<file path="src/rtl/sdram_req_queue.sv">
// Posted-write queue in front of sdram_controller.
// Drains writes with adv/ack; a single read issues once writes are done.
module sdram_req_queue #(
  parameter int AW    = 27,
  parameter int DW    = 16,
  parameter int DEPTH = 8
) (
  input  logic                   i_clk,
  input  logic                   i_rst,
  input  logic                   i_wr_req,
  input  logic [AW-1:0]          i_wr_addr,
  input  logic [DW-1:0]          i_wr_data,
  output logic                   o_wr_full,
  output logic [$clog2(DEPTH):0] o_level,
  output logic                   o_overflow,
  input  logic                   i_rd_req,
  input  logic [AW-1:0]          i_rd_addr,
  output logic                   o_rd_busy,
  output logic                   o_rd_valid,
  output logic [DW-1:0]          o_rd_data,
  output logic                   o_busy,
  input  logic                   i_init_done,
  input  logic                   i_busy,
  input  logic                   i_ack,
  input  logic                   i_write_done,
  input  logic                   i_data_valid,
  input  logic [DW-1:0]          i_data,
  output logic                   o_adv,
  output logic                   o_rwn,
  output logic [AW-1:0]          o_addr,
  output logic [DW-1:0]          o_data
);

  localparam int PW = $clog2(DEPTH);
  localparam logic [PW:0]   CNT_FULL = (PW+1)'(DEPTH);
  localparam logic [PW:0]   CNT_ONE  = (PW+1)'(1);
  localparam logic [PW-1:0] PTR_ONE  = PW'(1);

  typedef enum logic [2:0] {
    IDLE,
    ISSUE_W,
    WAIT_W,
    ISSUE_R,
    WAIT_R
  } state_t;

  logic [AW-1:0] addr_mem [DEPTH];
  logic [DW-1:0] data_mem [DEPTH];
  logic [PW-1:0] wr_ptr;
  logic [PW-1:0] rd_ptr;
  logic [PW:0]   count;
  logic          full;
  logic          empty;
  logic          push;
  logic          pop;

  logic          rd_pending;
  logic [AW-1:0] rd_addr_q;
  logic          rd_accept;
  logic          rd_done;

  state_t        state;
  state_t        state_n;
  logic          w_seen;
  logic          ready;
  logic          adv_n;
  logic          rwn_n;
  logic [AW-1:0] addr_n;
  logic [DW-1:0] data_n;
  logic          rd_valid_n;
  logic [DW-1:0] rd_data_n;

  assign full      = (count == CNT_FULL);
  assign empty     = (count == '0);
  assign push      = i_wr_req & ~full;
  assign ready     = i_init_done & ~i_busy;
  assign rd_accept = i_rd_req & ~rd_pending;

  assign o_wr_full = full;
  assign o_level   = count;
  assign o_rd_busy = rd_pending;
  assign o_busy    = ~empty | (state != IDLE) | rd_pending;

  always_ff @(posedge i_clk) begin
    if (push) begin
      addr_mem[wr_ptr] <= i_wr_addr;
      data_mem[wr_ptr] <= i_wr_data;
    end
  end

  always_ff @(posedge i_clk or posedge i_rst) begin
    if (i_rst) begin
      wr_ptr     <= '0;
      rd_ptr     <= '0;
      count      <= '0;
      o_overflow <= 1'b0;
    end else begin
      if (push)
        wr_ptr <= wr_ptr + PTR_ONE;
      if (pop)
        rd_ptr <= rd_ptr + PTR_ONE;
      if (push & ~pop)
        count <= count + CNT_ONE;
      else if (pop & ~push)
        count <= count - CNT_ONE;
      if (i_wr_req & full)
        o_overflow <= 1'b1;
    end
  end

  always_ff @(posedge i_clk or posedge i_rst) begin
    if (i_rst) begin
      rd_pending <= 1'b0;
      rd_addr_q  <= '0;
    end else if (rd_done) begin
      rd_pending <= 1'b0;
    end else if (rd_accept) begin
      rd_pending <= 1'b1;
      rd_addr_q  <= i_rd_addr;
    end
  end

  always_comb begin
    state_n    = state;
    adv_n      = o_adv;
    rwn_n      = o_rwn;
    addr_n     = o_addr;
    data_n     = o_data;
    rd_valid_n = 1'b0;
    rd_data_n  = o_rd_data;
    pop        = 1'b0;
    rd_done    = 1'b0;
    unique case (state)
      IDLE: begin
        if (ready & ~empty) begin
          addr_n  = addr_mem[rd_ptr];
          data_n  = data_mem[rd_ptr];
          rwn_n   = 1'b0;
          adv_n   = 1'b1;
          state_n = ISSUE_W;
        end else if (ready & rd_pending) begin
          addr_n  = rd_addr_q;
          rwn_n   = 1'b1;
          adv_n   = 1'b1;
          state_n = ISSUE_R;
        end
      end
      ISSUE_W: begin
        if (i_ack) begin
          adv_n   = 1'b0;
          pop     = 1'b1;
          state_n = WAIT_W;
        end
      end
      WAIT_W: begin
        // fallback exit covers a write_done the controller never sent
        if (i_write_done | (ready & ~o_adv & w_seen))
          state_n = IDLE;
      end
      ISSUE_R: begin
        if (i_ack) begin
          adv_n   = 1'b0;
          state_n = WAIT_R;
        end
      end
      WAIT_R: begin
        if (i_data_valid) begin
          rd_data_n  = i_data;
          rd_valid_n = 1'b1;
          rd_done    = 1'b1;
          state_n    = IDLE;
        end
      end
      default: state_n = IDLE;
    endcase
  end

  always_ff @(posedge i_clk or posedge i_rst) begin
    if (i_rst) begin
      state      <= IDLE;
      w_seen     <= 1'b0;
      o_adv      <= 1'b0;
      o_rwn      <= 1'b1;
      o_addr     <= '0;
      o_data     <= '0;
      o_rd_valid <= 1'b0;
      o_rd_data  <= '0;
    end else begin
      state      <= state_n;
      w_seen     <= (state == WAIT_W);
      o_adv      <= adv_n;
      o_rwn      <= rwn_n;
      o_addr     <= addr_n;
      o_data     <= data_n;
      o_rd_valid <= rd_valid_n;
      o_rd_data  <= rd_data_n;
    end
  end

endmodule
</file>
<file path="config.mk">
export PLATFORM = sky130hd
export DESIGN_NAME = sdram_req_queue
export DESIGN_NICKNAME = d
export VERILOG_FILES = /design/src/rtl/sdram_req_queue.sv
export SDC_FILE = /design/constraint.sdc
export NUM_CORES = 1
export LEC_CHECK = 0
export ABC_AREA = 0
export BUFFER_PORTS_ARGS = -buffer_cell sky130_fd_sc_hd__clkbuf_2
export CAP_MARGIN = 20
export CORE_MARGIN = 5
export CORE_UTILIZATION = 57
export DETAILED_ROUTE_END_ITERATION = 8
export PLACE_DENSITY = 0.84
export SLEW_MARGIN = 10
export SYNTH_ARGS = -nofsm -noshare
export SYNTH_HDL_FRONTEND = slang
export SYNTH_SLANG_ARGS = --single-unit
</file>
<file path="constraint.sdc">
create_clock -name i_clk -period 10 [get_ports i_clk]
set_input_delay 1 -clock i_clk [delete_from_list [all_inputs] [get_ports i_clk]]
set_output_delay 1 -clock i_clk [all_outputs]
set_load 0.005 [all_outputs]
</file>
==> impl_metrics.csv, run 1 <==
group,metric,value,unit
yosys,synth_top_area_cell,"edfxtp_1",
clocking,postCtsSetupBuffers,0,
routing,met1_length,13850,um
yosys,synth_area,0.01721,mm2
routing,ant_nets,0,
yosys,syn-num-nets,938,
yosys,synth_warnings,0,
floorplanning,fp-row-count,63,
sta,hold_slack,0.4848,ns
routing,drt_iter0_markers,534,
global_routing,grt_pass1_vias,9031,
yosys,synthDistinctLibCells,45,
global_routing,grt_use_total,0.2083,
clocking,clk_pin_slew,0.06,ns
power_and_ir_drop,power.leakage,7.180,nW
sta,setup_violations,0,
clocking,cts-buffers-inserted,43,
final_layout,fin_nets,1119,
sta,fin_ws,6.730,ns
global_routing,antenna_found_initial,5,
yosys,yosysSeqAreaShare,0.7531,
global_routing,grt_overflow_total,0,
sta,fmax,0.3058,GHz
outcome,status,"completed",
floorplanning,die_area,0.03376,mm2
final_layout,drive_gt1_frac,0.3954,
run,cap_violations,0,
final_layout,area_growth,15.76,%
setup_path,end_kind,"output port",
yosys,avgSynthCellArea,20.56,um2
place,gp_congestion,0.7422,
yosys,synth_area_leaders,"edfxtp_1 60%, dfrtp_1 15%, mux4_2 11%, mux2_2 3.0%, mux2i_1 2.6%",
sta,rsz0062_at_grt,"no",
routing,drc_errors,0,
sta,worst_pin_slew,0.8533,ns
place,hpwl,20210,um
routing,vias_per_cell,5.862,
clocking,clk_path_buf_depth,3,
clocking,cts-root-buf,"clkbuf_16",
floorplanning,core,0.02972,mm2
power_and_ir_drop,cellPowerDensity,286.2,mW/mm2
global_routing,grt_pass1_wl,53640,um
routing,wire_per_inst,24.24,um
clocking,clock_latency,0.53,ns
sta,min_period,3.270,ns
clocking,cts_sinks,449,
clocking,h-tree-depth,2,
min_path,hold_class,"reg -> reg",
clocking,cts_tree,"done",
global_routing,grt_max_degree,61,
sta,hold_viol_final,0,
routing,num_vias,8470,
floorplanning,die_h,183.8,um
floorplanning,die_x,183.8,um
place,port_buffers,164,
power_and_ir_drop,vdd_drop_max,215.5,uV
routing,routed_wl,35030,um
yosys,synth_cells,837,
routing,wl_met2,17770,um
final_layout,final_util,0.6703,
setup_path,crit_type,"reg -> out",
yosys,synth_top_area_share,0.6003,
clocking,cts_resized,0,
yosys,ys_ff_latch,449,
setup_path,worstPathMaxFanout,6,
routing,topRoutingLayerUsed,"met5",
routing,wl_met3,2516,um
routing,detail_route.first_pass.iterations,5,
floorplanning,ioPinCount,165,
setup_path,required,9.00,ns
sta,fin_skew,0.01469,ns
clocking,cts_hold_buf,0,
sta,slew_violations,0,
setup_path,arrival,2.27,ns
sta,layout_worst_path_cycle_share,0.3270,
floorplanning,start_util,0.5790,
place,pre_cts_slack,6.479,ns
sta,finalSetupTns,0,ns
setup_path,cp-start-kind,"register",
sta,slew_headroom,0.4311,
-- per-stage QoR --
stage                     power (mW)  cells  instance area, um2
after floorplan                3.665    837               17210
after global placement         4.093   1361               18490
after detailed placement       4.161   1361               18490
after CTS                      5.751   1440               19860
after global routing           5.988   1445               19920
final                          5.701   1445               19920
-- cell type report --
type,instances,area [um2]
clock inverters,7,66.31
clock buffers,72,1303
fillers,1863,9797
diodes,3,7.507
flip-flops and latches,449,12970
multi-input cells,337,4069
repair buffers,182,996.0
well taps,390,488.0
inverters,5,21.27
-- path summary, 6_finish.rpt --
kind | startpoint | endpoint | slack [ns] | depth (start not counted)
max | o_level[0]$_DFFE_PP0P_ | o_busy | 6.73 | 3
min | o_data[5]$_DFFE_PP0P_ | o_data[5]$_DFFE_PP0P_ | 0.48 | 2
max reg2reg | o_level[0]$_DFFE_PP0P_ | data_mem[2][8]$_DFFE_PP_ | 6.88 | 5
min reg2reg | o_data[5]$_DFFE_PP0P_ | o_data[5]$_DFFE_PP0P_ | 0.48 | 2
max in group asynchronous | i_rst | o_data[8]$_DFFE_PP0P_ | 8.23 | 3
min in group asynchronous | i_rst | o_rd_data[9]$_DFFE_PP0P_ | 0.57 | 2
-- registers in the layout, indices dropped and copies added, names as in the netlist, 3 cells and up --
name,flops
addr_mem,216
data_mem,128
o_addr,27
o_data,16
o_level,4
o_rd_data,16
rd_addr_q,27
rd_ptr,3
state,3
wr_ptr,3
-- cells in the mapped netlist, drive strengths merged --
cell,number
nor3b,2
mux2i,45
a22oi,27
nand2b,5
inv,5
nor2b,3
or4,1
and3,1
or3,2
a2111oi,1
clkbuf,15
nor2,11
ha,5
nor4,1
nor3,8
nand3,1
nand3b,1
o21a,1
dfstp,1
xor2,2
o22ai,1
dfrtp,104
fa,1
o31ai,2
o211ai,2
mux4,86
o21ai,46
o31a,1
a21o,2
a21oi,2
buf,31
nand2,26
nor4b,1
mux2,46
xnor2,4
edfxtp,344
-- cells by family (layout without fill, tap and decap cells) --
logic type,after synthesis,count (layout),synth area share
compound gates,85,85,0.03686
fa+ha+maj,6,6,0.004799
flops,449,449,0.7531
mux,177,177,0.1688
other cells,0,3,0
buf+inv,51,266,0.01520
simple gates,63,63,0.01818
xor+xnor,6,6,0.003054
-- cells in the final DEF, fill, tap and decap left out, types with 3 or more instances in the layout --
cell type and instances:
nand2_1 26, nor2_4 6, o21ai_2 16, mux2_2 46, inv_1 4, edfxtp_1 344, clkbuf_16 46, clkbuf_1 20
nor3_1 6, a22oi_2 10, buf_4 16, a22oi_1 17, ha_1 5, nor2_1 5, diode_2 3, dfrtp_4 3
xnor2_1 4, mux2i_1 45, dfrtp_1 101, mux4_2 86, nand2b_1 5, clkbuf_2 164, clkbuf_8 5, o21ai_0 26
clkinv_2 4, nor2b_1 3, o21ai_1 4
-- power breakdown --
group          total [mW]  switching [mW]  internal [mW]
registers            2.69           0.257           2.44
logic                1.44           0.723          0.721
clock network        1.56           0.648          0.914
total                5.70            1.63           4.07
-- per-layer routing --
| layer | track usage | up-vias |
|---|---|---|
| li1 | - | 3734 |
| met1 | 0.2857 | 4338 |
| met2 | 0.3439 | 320 |
| met3 | 0.04294 | 74 |
| met4 | 0.06477 | 4 |
| met5 | 0 | - |
-- worst max-delay path: stages, from the launching register on --
cell and delay (ns):
dfrtp_1 0.47, or4_1 0.76, or3_1 0.39, clkbuf_2 0.12
No activity file was read; power rests on OpenSTA's default activity.
==> run 2, diff against run 1 <==
--- a/config.mk
+++ b/config.mk
@@ -5,13 +5,13 @@
 export SDC_FILE = /design/constraint.sdc
 export NUM_CORES = 1
 export LEC_CHECK = 0
-export ABC_AREA = 0
+export ABC_AREA = 1
 export BUFFER_PORTS_ARGS = -buffer_cell sky130_fd_sc_hd__clkbuf_2
 export CAP_MARGIN = 20
 export CORE_MARGIN = 5
-export CORE_UTILIZATION = 57
+export CORE_UTILIZATION = 53
 export DETAILED_ROUTE_END_ITERATION = 8
-export PLACE_DENSITY = 0.84
+export PLACE_DENSITY = 0.82
 export SLEW_MARGIN = 10
 export SYNTH_ARGS = -nofsm -noshare
 export SYNTH_HDL_FRONTEND = slang
==> constraint.sdc (replaced) <==
create_clock -name i_clk -period 2.93 [get_ports i_clk]
set_input_delay 0.293 -clock i_clk [delete_from_list [all_inputs] [get_ports i_clk]]
set_output_delay 0.293 -clock i_clk [all_outputs]
set_load 0.005 [all_outputs]
==> run 2 against run 1 <==
Net effect: combinational power rose to 4.4 times the previous value; die area up 13%; largest cell class unchanged; via count is 48% higher; register-to-register slack worse by 6.4 ns; wire length rose by 23%; sequential power grew to 3.3 times the previous value; clock-buffer cell count is 1 lower; total power grew to 3.7 times the previous value.
==> impl_metrics.csv, run 2 <==
group,metric,value,unit
outcome,status,"completed",
yosys,yosysMostFrequentCell,"edfxtp_1",
setup_path,critPathSlowestCell,"nor2_4",
setup_path,cp_num_buf_inv,2,
clocking,clk_path_buf_depth,3,
clocking,postCtsSetupBuffers,0,
floorplanning,core,0.03370,mm2
place,pre_cts_slack,0.5353,ns
setup_path,worstSetupStartpoint,"o_level[1]$_DFFE_PP0P_",
setup_path,crit_chain,"nor2_1, nand3_1, nand2_1, inv_1, nand2_1, nor2_4, buf_4",
yosys,yosysSeqAreaShare,0.7129,
power_and_ir_drop,combPwrFrac,0.303,
setup_path,cp-start-kind,"register",
routing,routed_wl,43130,um
clocking,cts-buffers-inserted,44,
global_routing,grt_max_degree,147,
setup_path,end_kind,"register",
global_routing,grt_pass1_wl,67740,um
yosys,synth_common_cells,"344 x edfxtp_1, 324 x nand2_1, 236 x nor2_1",
yosys,synth_warnings,0,
floorplanning,start_util,0.5394,
clocking,cts_tree,"done",
power_and_ir_drop,power.switching,7.206,mW
final_layout,multiInputGateArea,0.004504,mm2
yosys,synth_top_area_cell,"edfxtp_1",
sta,setup_violations,0,
sta,fin_skew,0.02790,ns
setup_path,crit_type,"reg -> reg",
clocking,cts_hold_buf,56,
final_layout,regArea,0.01297,mm2
sta,hold_slack,0.02493,ns
yosys,ys.flop_type,"edfxtp_1",
setup_path,required,3.17,ns
yosys,synth_area_leaders,"edfxtp_1 57%, dfrtp_1 14%, nand2_1 6.7%, nor2_1 4.9%, nand3_1 4.5%",
yosys,ys_ff_latch,449,
power_and_ir_drop,pwr-share-clk,0.271,
clocking,cts_sinks,449,
min_path,worstHoldStart,"i_wr_data[8]",
clocking,clk_pin_slew,0.06,ns
final_layout,final_common_cell,"edfxtp_1",
place,port_buffers,164,
final_layout,biggestRegsByFlops,"addr_mem x216, data_mem x128",
clocking,clock_latency,0.57,ns
final_layout,fin_nets,1871,
power_and_ir_drop,power.leakage,8.593,nW
global_routing,antenna_found_initial,6,
sta,min_period,2.423,ns
power_and_ir_drop,seq_power_share,0.427,
final_layout,final_cell_mix,"344 x edfxtp_1, 324 x nand2_1, 228 x nor2_1",
floorplanning,ioPinCount,165,
global_routing,grt_pass1_vias,12380,
setup_path,cp_top_family,"simple AND/OR/NAND/NOR gates",
routing,drt_iter0_markers,1231,
routing,num_vias,12510,
setup_path,r2r-start,"o_level[1]$_DFFE_PP0P_",
final_layout,largest_register_ffs,216,
yosys,synth_cells,1568,
routing,wire_per_inst,19.12,um
sta,slew_headroom,0.3636,
power_and_ir_drop,vdd_drop_max,593.2,uV
clocking,h-tree-depth,2,
global_routing,grt_overflow_total,0,
routing,ant_nets,0,
power_and_ir_drop,cellPowerDensity,973.5,mW/mm2
final_layout,drive_gt1_frac,0.1672,
sta,rsz0062_at_grt,"no",
yosys,avgSynthCellArea,11.59,um2
final_layout,top_register,"addr_mem",
setup_path,arrival,2.66,ns
final_layout,area_growth,18.03,%
min_path,hold_class,"in -> reg",
setup_path,critPathMaxStageDelay,0.55,ns
yosys,syn-num-nets,1669,
sta,worst_pin_slew,0.9535,ns
place,gp_congestion,0.8712,
floorplanning,die_area,0.03810,mm2
global_routing,grt_use_total,0.2210,
yosys,synthDistinctLibCells,37,
floorplanning,fp-row-count,67,
run,cap_violations,0,
sta,layout_worst_path_cycle_share,0.8268,
sta,slew_violations,0,
setup_path,worstPathMaxFanout,17,
clocking,cts_resized,0,
power_and_ir_drop,intPower,13.68,mW
yosys,async_flop_share,0.2339,
routing,detail_route.first_pass.iterations,6,
routing,drc_errors,0,
final_layout,fillers,2352,
yosys,synth_top_area_share,0.5683,
clocking,cts-root-buf,"clkbuf_16",
sta,hold_viol_final,0,
floorplanning,die_x,195.2,um
sta,fin_ws,0.5075,ns
yosys,synth_edf_count,344,
power_and_ir_drop,switching_share,0.3450,
place,hpwl,24760,um
floorplanning,die_h,195.2,um
yosys,synth_area,0.01818,mm2
sta,fmax,0.4128,GHz
setup_path,crit_path_frequent_cell,"nand2_1",
routing,vias_per_cell,5.547,
-- run 2: cell types whose count changed after synthesis, sizes merged, moves of 30 or more --
cell	delta
nand2	+309
nor2	+228
nand3	+183
o21ai	+109
mux4	-86
inv	+54
mux2	-46
mux2i	-45
buf	+30
-- run 2: final timing paths --
check | to | slack, ns | cells past startpoint
max | addr_mem[3][4]$_DFFE_PP_ | 0.51 | 7
min | data_mem[7][8]$_DFFE_PP_ | 0.02 | 1
max reg2reg | addr_mem[3][4]$_DFFE_PP_ | 0.51 | 7
min reg2reg | o_overflow$_DFFE_PP0P_ | 0.46 | 1
max in group asynchronous | rd_ptr[1]$_DFFE_PP0P_ | 2.08 | 4
min in group asynchronous | o_rd_data[4]$_DFFE_PP0P_ | 0.46 | 4
-- run 2: kinds of logic (layout without fill, tap and decap cells) --
group                      count (synthesis)  count (layout)  synth area share
buffers and inverters                    154             392           0.04261
adders and majority gates                  6               6          0.004543
other                                      0               2                 0
DFF                                      449             449            0.7129
and+or+nand+nor                          763             763            0.1801
xor gates and xnor gates                   6               6          0.002891
AOI/OAI and AO/OA                        190             190           0.05699
-- run 2: metal layers --
layer  up-vias  share of wire  global-route usage
li1       5785              -                   -
met1      6064           0.41              0.3022
met2       576           0.49              0.3640
met3        80          0.086             0.04756
met4         8          0.021             0.06103
met5         -        0.00093                   0
-- run 2: power by group through the flow --
stage	Clock (mW)	Combinational, mW	Sequential [mW]
floorplan	0	4.30	8.89
global placement	0	5.91	8.95
detailed placement	0	6.16	9.00
CTS	5.73	6.31	8.89
global route	6.05	7.03	9.03
finish	5.65	6.32	8.91
-- run 2: through the flow --
stage,std cells,TNS [ns],total power [mW],utilization,cell area [um2]
after floorplan,1568,-57.78,13.19,-,18190
after global placement,2116,0,14.86,0.5763,19420
after detailed placement,2116,0,15.16,0.5763,19420
after global routing,2256,0,22.11,0.6367,21460
final,2256,0,20.89,0.6367,21460
after CTS,2254,0,20.93,0.6365,21450
-- run 2: layout make-up --
cell class / instances / area share
sequential: 449 / 0.6044
multi-input combinational: 965 / 0.2099
timing repair buffer: 244 / 0.07861
clock buffer: 71 / 0.05884
tap: 448 / 0.02613
inverter: 66 / 0.01219
clock inverter: 11 / 0.009680
antenna: 2 / 0.0002333
